==> config.mk <==
export PLATFORM = sky130hd
export DESIGN_NAME = control_unit
export DESIGN_NICKNAME = d
export VERILOG_FILES = /design/src/rtl/control_unit.sv
export SDC_FILE = /design/constraint.sdc
export NUM_CORES = 1
export LEC_CHECK = 0
export ABC_CLOCK_PERIOD_IN_PS = 3000
export CORE_MARGIN = 2
export CORE_UTILIZATION = 47
export CTS_BUF_LIST = sky130_fd_sc_hd__clkbuf_4
export DETAILED_ROUTE_END_ITERATION = 7
export PLACE_DENSITY = 0.81
export SLEW_MARGIN = 20
export SYNTH_ARGS = -nofsm -noshare
export SYNTH_HDL_FRONTEND = slang
export SYNTH_SLANG_ARGS = --single-unit
==> constraint.sdc <==
create_clock -name clk -period 3 [get_ports clk]
set_clock_uncertainty 0.15 [all_clocks]
set_input_delay 0.75 -clock clk [delete_from_list [all_inputs] [get_ports clk]]
set_output_delay 0.75 -clock clk [all_outputs]
set_load 0.005 [all_outputs]
==> src/rtl/control_unit.sv <==
// Multi-cycle fetch/decode/execute sequencer driving the datapath control lines.
// Optional feature: define CTRL_HALT_RESUME_EN to let a resume pulse leave HALT.
module control_unit #(
  parameter int PC_W = 7
) (
  input  logic            clk,
  input  logic            reset,
  input  logic            resume,
  output logic [PC_W-1:0] instr_addr,
  input  logic [15:0]     instr_data,
  output logic [7:0]      D_Addr,
  output logic            D_wr,
  output logic            RF_s,
  output logic [3:0]      RF_W_addr,
  output logic            RF_W_en,
  output logic [3:0]      RF_Ra_addr,
  output logic [3:0]      RF_Rb_addr,
  output logic [2:0]      Alu_s0,
  output logic [3:0]      state_out,
  output logic            halted
);

  typedef enum logic [3:0] {
    S_INIT   = 4'd0,
    S_FETCH  = 4'd1,
    S_DECODE = 4'd2,
    S_LOAD_A = 4'd3,
    S_LOAD_B = 4'd4,
    S_STORE  = 4'd5,
    S_ADD    = 4'd6,
    S_SUB    = 4'd7,
    S_HALT   = 4'd8
  } state_t;

  state_t          state_q, state_d;
  logic [PC_W-1:0] pc_q, pc_d;
  // Only the operand field is kept; the opcode is consumed straight from the ROM in DECODE.
  logic [11:0]     ir_q, ir_d;

  logic [7:0] d_addr_q, d_addr_d;
  logic       d_wr_q, d_wr_d;
  logic       rf_s_q, rf_s_d;
  logic [3:0] rf_w_addr_q, rf_w_addr_d;
  logic       rf_w_en_q, rf_w_en_d;
  logic [3:0] rf_ra_addr_q, rf_ra_addr_d;
  logic [3:0] rf_rb_addr_q, rf_rb_addr_d;
  logic [2:0] alu_s0_q, alu_s0_d;
  logic       halted_q, halted_d;

`ifdef CTRL_HALT_RESUME_EN
  logic resume_go;
  assign resume_go = resume;
`else
  logic resume_go;
  logic unused_resume;
  assign resume_go     = 1'b0;
  assign unused_resume = resume;
`endif

  // Next-state, PC and IR update.
  always_comb begin
    state_d = state_q;
    pc_d    = pc_q;
    ir_d    = ir_q;
    case (state_q)
      S_INIT: begin
        pc_d    = '0;
        state_d = S_FETCH;
      end
      S_FETCH: begin
        pc_d    = pc_q + PC_W'(1);
        state_d = S_DECODE;
      end
      S_DECODE: begin
        ir_d = instr_data[11:0];
        case (instr_data[15:12])
          4'h1:    state_d = S_STORE;
          4'h2:    state_d = S_LOAD_A;
          4'h3:    state_d = S_ADD;
          4'h4:    state_d = S_SUB;
          4'h5:    state_d = S_HALT;
          default: state_d = S_FETCH;
        endcase
      end
      S_LOAD_A: state_d = S_LOAD_B;
      S_LOAD_B, S_STORE, S_ADD, S_SUB: state_d = S_FETCH;
      S_HALT: begin
        if (resume_go) state_d = S_FETCH;
      end
      default: state_d = S_INIT;
    endcase
  end

  // Outputs are decoded from the upcoming state/IR so the registered copies
  // line up exactly with the state they belong to.
  always_comb begin
    d_addr_d     = '0;
    d_wr_d       = 1'b0;
    rf_s_d       = 1'b0;
    rf_w_addr_d  = '0;
    rf_w_en_d    = 1'b0;
    rf_ra_addr_d = '0;
    rf_rb_addr_d = '0;
    alu_s0_d     = 3'b000;
    halted_d     = 1'b0;
    case (state_d)
      S_STORE: begin
        d_addr_d     = ir_d[11:4];
        rf_ra_addr_d = ir_d[3:0];
        d_wr_d       = 1'b1;
      end
      S_LOAD_A: begin
        d_addr_d = ir_d[11:4];
        rf_s_d   = 1'b1;
      end
      S_LOAD_B: begin
        d_addr_d    = ir_d[11:4];
        rf_s_d      = 1'b1;
        rf_w_addr_d = ir_d[3:0];
        rf_w_en_d   = 1'b1;
      end
      S_ADD, S_SUB: begin
        rf_ra_addr_d = ir_d[11:8];
        rf_rb_addr_d = ir_d[7:4];
        rf_w_addr_d  = ir_d[3:0];
        rf_w_en_d    = 1'b1;
        alu_s0_d     = (state_d == S_ADD) ? 3'b001 : 3'b010;
      end
      S_HALT: halted_d = 1'b1;
      default: ;
    endcase
  end

  always_ff @(posedge clk) begin
    if (reset) begin
      state_q      <= S_INIT;
      pc_q         <= '0;
      ir_q         <= '0;
      d_addr_q     <= '0;
      d_wr_q       <= 1'b0;
      rf_s_q       <= 1'b0;
      rf_w_addr_q  <= '0;
      rf_w_en_q    <= 1'b0;
      rf_ra_addr_q <= '0;
      rf_rb_addr_q <= '0;
      alu_s0_q     <= 3'b000;
      halted_q     <= 1'b0;
    end else begin
      state_q      <= state_d;
      pc_q         <= pc_d;
      ir_q         <= ir_d;
      d_addr_q     <= d_addr_d;
      d_wr_q       <= d_wr_d;
      rf_s_q       <= rf_s_d;
      rf_w_addr_q  <= rf_w_addr_d;
      rf_w_en_q    <= rf_w_en_d;
      rf_ra_addr_q <= rf_ra_addr_d;
      rf_rb_addr_q <= rf_rb_addr_d;
      alu_s0_q     <= alu_s0_d;
      halted_q     <= halted_d;
    end
  end

  assign instr_addr = pc_q;
  assign D_Addr     = d_addr_q;
  assign D_wr       = d_wr_q;
  assign RF_s       = rf_s_q;
  assign RF_W_addr  = rf_w_addr_q;
  assign RF_W_en    = rf_w_en_q;
  assign RF_Ra_addr = rf_ra_addr_q;
  assign RF_Rb_addr = rf_rb_addr_q;
  assign Alu_s0     = alu_s0_q;
  assign state_out  = state_q;
  assign halted     = halted_q;

endmodule

* Yosys cells after proc, flatten, opt, wreduce, memory -nomap -nowiden
Index checks and enable logic that the tools add are counted.
** Operators by class
- Bitwise operators :: 3
- Reduce and logical (&&, ||, !) cells :: 10
- Add/subtract/negate cells :: 1
- Equality and inequality tests :: 19
- Multiplexer cells :: 10
** Operators by type and width (number)
- 4-bit by 3-bit == test with 1-bit output (second input constant) :: 10
- 4-bit one-hot mux with 5 select lines :: 2
- 4-bit by 2-bit == test with 1-bit output (second input constant) :: 5
- 7-bit one-hot mux with 2 select lines :: 1
- 12-bit two-way mux :: 1
- 2-bit OR reduction :: 5
- 4-bit by 1-bit == test with 1-bit output (second input constant) :: 2
- 4-bit == test (second input constant) :: 2
- 4-bit one-hot mux with 2 select lines :: 1
- 7-bit by 1-bit adder with 7-bit output (second input constant) :: 1
- 3-bit OR reduction :: 2
- 5-bit OR reduction :: 1
- 4-bit zero test :: 1
- 1-bit two-way mux :: 4
- 1-bit inverter :: 3
- 2-bit two-way mux :: 1
- 2-bit nonzero test :: 1
** Storage, ports and cells
- Bits of input ports :: 19
- Bits in registers :: 50
- Logic and storage cells :: 55

* Logic depth before layout (Yosys ltp)
- Word-level depth :: 7
- Depth in mapped cells :: 7
- Gate-level depth less buffers :: 5

* Least setup slack after synthesis
No wires, ideal clock.
- Path kind :: input port to flip-flop
- Start :: input port instr_data[12]
- End :: register rf_ra_addr_q[0] (netlist: RF_Ra_addr[0])
- Data arrival time :: 2.263 ns
- Setup slack :: 0.494 ns
- Cell stages on the path :: 5
- Buffers on the path :: 1
- Path through :: or3b_4 a311oi_4 or4b_1 buf_2 o32ai_1
** Between the ends
- Word-level cells in the longest chain between the ends :: 6
- Elaborated cells on any way between the ends :: 12
- Those cells by class :: eq/ne: 8; mux: 3; reduce/logical: 1
** RTL lines
- start: declaration :: RTL line 10 : input logic [15:0] instr_data,
- 4-bit by 3-bit == test with 1-bit output, or another cell as far along :: RTL line 76 : case (instr_data[15:12])
- 4-bit one-hot mux with 5 select lines * :: RTL line 76
- 4-bit one-hot mux with 5 select lines * :: RTL line 65 : case (state_q)
- 4-bit by 3-bit == test with 1-bit output :: RTL line 106 : case (state_d)
- 2-bit OR reduction
- 4-bit one-hot mux with 2 select lines * :: RTL line 106
- end signal: assignment :: RTL line 157 : rf_ra_addr_q <= rf_ra_addr_d;
- end: declaration :: RTL line 45 : logic [3:0] rf_ra_addr_q, rf_ra_addr_d;
Every way passes the cells marked *; elsewhere a longest branch is shown, timed or not.
A chain may end at the register's enable or synchronous reset.

* Worst setup path after layout
- Start :: input port instr_data[14]
- End :: register rf_ra_addr_q[1] (netlist: RF_Ra_addr[1])
Same word-level chain as after synthesis.

==> impl_metrics.env <==
export IMPL_outcome="complete, no violations"
export IMPL_syn2layout_area_growth_pct=38.7
export IMPL_numPortBuffers=54
export IMPL_synthTopCellsByArea="dfxtp_1, mux2i_1, nor2_1"
export IMPL_max_cap_viol_count=0
export IMPL_path_class="in -> reg"
export IMPL_fin_area_mm2=0.00249
export IMPL_cp_data_required_time_ns=3.13
export IMPL_syn_instance_count=182
export IMPL_place_gp_congestion=0.794
export IMPL_cts_buffer_depth=2
export IMPL_tightest_slew_ns=0.691
export IMPL_grt_pass1_vias=1356
export IMPL_pwr_share_seq=0.606
export IMPL_cts_clk_slew_worst_paths_ns=0.13
export IMPL_drc=0
export IMPL_setup_viol=0
export IMPL_finalSetupTns_ns=0
export IMPL_area_sequential_um2=981
export IMPL_die_w_um=65.9
export IMPL_arrival_ns=2.88
export IMPL_cts_repair_resized=0
export IMPL_die_area_mm2=0.00434
export IMPL_hold_ws_ns=0.354
export IMPL_drv_slew=0
export IMPL_wl_per_cell_um=13.3
export IMPL_multi_input_area_um2=737
export IMPL_ys_flop_type="dfxtp_1"
export IMPL_die_h_um=65.9
export IMPL_yosys_area_top_type="dfxtp_1"
export IMPL_ys_seq_area_frac=0.545
export IMPL_irDropWorstVdd_mv=0.250
export IMPL_hp_class="reg -> reg"
export IMPL_intPower_mw=0.829
export IMPL_cp_start_kind="input port"
export IMPL_power_switching_mw=0.288
export IMPL_insertion_delay_ns=0.37
export IMPL_fin_crit_sh=0.915
export IMPL_hold_buffers=0
export IMPL_pwr_share_comb=0.124
export IMPL_coreArea_mm2=0.00366
export IMPL_io_pins=57
export IMPL_p_leak_nw=0.908
export IMPL_hpwlAfterDp_um=2830
export IMPL_endpoint_kind="flop"
export IMPL_swShare=0.257
export IMPL_synth_edf_count=0
export IMPL_hold_viol=0
export IMPL_fill_cells=306
export IMPL_synth_most_common_cell="dfxtp_1"
export IMPL_grt_setup_unrepaired="false"
export IMPL_synth_seq_cells=49
export IMPL_drive_above_1_share=0.0939
export IMPL_root_buffer="clkbuf_4"
export IMPL_h_tree_depth=2
export IMPL_cts_tree="yes"
export IMPL_wirelength_um=3900
export IMPL_antenna_found_initial=0
export IMPL_fin_nets=264
export IMPL_clkPwrFrac=0.270
export IMPL_diodes=0
export IMPL_path_max_fanout=8
export IMPL_antenna_left=0
export IMPL_power_per_cell_area_mw_per_mm2=448
export IMPL_first_iter_violations=64
export IMPL_vias=1534
export IMPL_synthArstFlopShare=0
export IMPL_grt_start_max_net_pins=26
export IMPL_syn_num_nets=202
export IMPL_numCtsBuffers=5
export IMPL_viasPerCell=5.24
export IMPL_min_period_ns=2.74
export IMPL_netlist_area_mm2=0.00180
export IMPL_post_cts_buffers=0
export IMPL_grt_pass1_wl_um=6330
export IMPL_synth_avg_cell_area_um2=9.89
export IMPL_placed_cell_area_mm2=0.00243
export IMPL_initial_core_util=0.491
export IMPL_synth_cell_types=43
export IMPL_rows=22
export IMPL_fmax_mhz=364
export IMPL_yosys_warnings=0
export IMPL_yosysTopAreaCellShare=0.545
export IMPL_firstDrtPassIters=4
export IMPL_max_slew_margin_rel=0.537
export IMPL_overflow=0
export IMPL_track_usage=0.195
export IMPL_netlist_top_cells_count="dfxtp_1, nor2_1, a21oi_1, mux2i_1"
export IMPL_cts_sinks=49
-- cell families after synthesis --
kind of cell / synth area share
adder cells (fa/ha/maj): 0.00695
AO/OA/AOI/OAI: 0.150
other: 0.00208
XOR/XNOR: 0.00487
flip-flops: 0.545
multiplexers: 0.0668
buffers and inverters: 0.0452
AND/OR/NAND/NOR: 0.179
-- layout make-up --
cell class              count  share of cell area
clock buffers               5              0.0150
repair buffers             66               0.253
clock inverters             3             0.00903
multi-input cells         115               0.295
well taps                  48              0.0241
inverters                   7              0.0105
flip-flops and latches     49               0.393
-- routing by layer --
layer,global-route usage,part of all wire,vias up
met2,0.303,0.47,43
met4,0.0781,0.017,0
met1,0.250,0.44,715
met3,0.0613,0.068,6
met5,0,0,-
li1,-,-,770
-- sequential cells by signal, summed over array words and instances, names as in the netlist --
| register | cells |
|---|---|
| RF_Ra_addr | 4 |
| RF_W_en | 1 |
| instr_addr | 7 |
| RF_Rb_addr | 4 |
| state_out | 4 |
| Alu_s0 | 2 |
| D_Addr | 8 |
| halted | 1 |
| RF_W_addr | 4 |
| RF_s | 1 |
| D_wr | 1 |
| ir_q | 12 |
-- final timing paths --
check | start | depth (start not counted) | end | slack, ns
hold / removal | instr_addr[6] | 2 | instr_addr[6] | 0.35
setup / recovery | instr_data[14] | 5 | RF_Ra_addr[1] | 0.26
setup reg to reg | state_out[0] | 4 | RF_Ra_addr[1] | 0.62
hold reg to reg | instr_addr[6] | 2 | instr_addr[6] | 0.35
-- critical path, stage by stage --
cell and delay [ns]:
clkdlybuf4s50_1 0.48, or3b_4 0.41, a311oi_4 0.28, or4b_1 0.63, o32ai_1 0.33
-- through the flow --
step	total power, mW	setup WS (ns)	utilization	instances
2_1_floorplan	0.764	0.494	-	182
4_1_cts	1.13	0.251	0.681	293
6_report	1.12	0.256	0.681	293
5_1_grt	1.17	0.170	0.681	293
3_3_place_gp	0.827	-0.108	0.665	285
3_5_place_dp	0.830	-0.142	0.665	285
-- cell usage in the layout, fill, tap and decap left out, types with 2 or more instances in the layout --
cell type,synthesis,final
clkbuf_4,0,5
nor2_1,31,31
or3b_4,2,2
nand2b_1,3,3
a21oi_1,16,16
o21ai_0,3,3
a21o_1,2,2
clkinv_4,0,2
nor3_1,7,7
clkdlybuf4s50_1,0,54
nor4_1,2,2
nand3_1,2,2
inv_1,7,7
buf_4,1,12
o32ai_1,4,4
o211ai_1,2,2
a2111o_1,2,2
or4b_1,2,2
mux2i_1,12,12
nand2_1,3,3
dfxtp_1,49,49
-- power groups by stage --
| stage | sequential (mW) | combinational [mW] | clock, mW |
|---|---|---|---|
| finish | 0.677 | 0.139 | 0.301 |
| global route | 0.680 | 0.152 | 0.340 |
| CTS | 0.677 | 0.140 | 0.311 |
| detailed placement | 0.691 | 0.139 | 0 |
| global placement | 0.691 | 0.136 | 0 |
| floorplan | 0.687 | 0.0773 | 0 |
No activity file was read; power rests on OpenSTA's default activity.
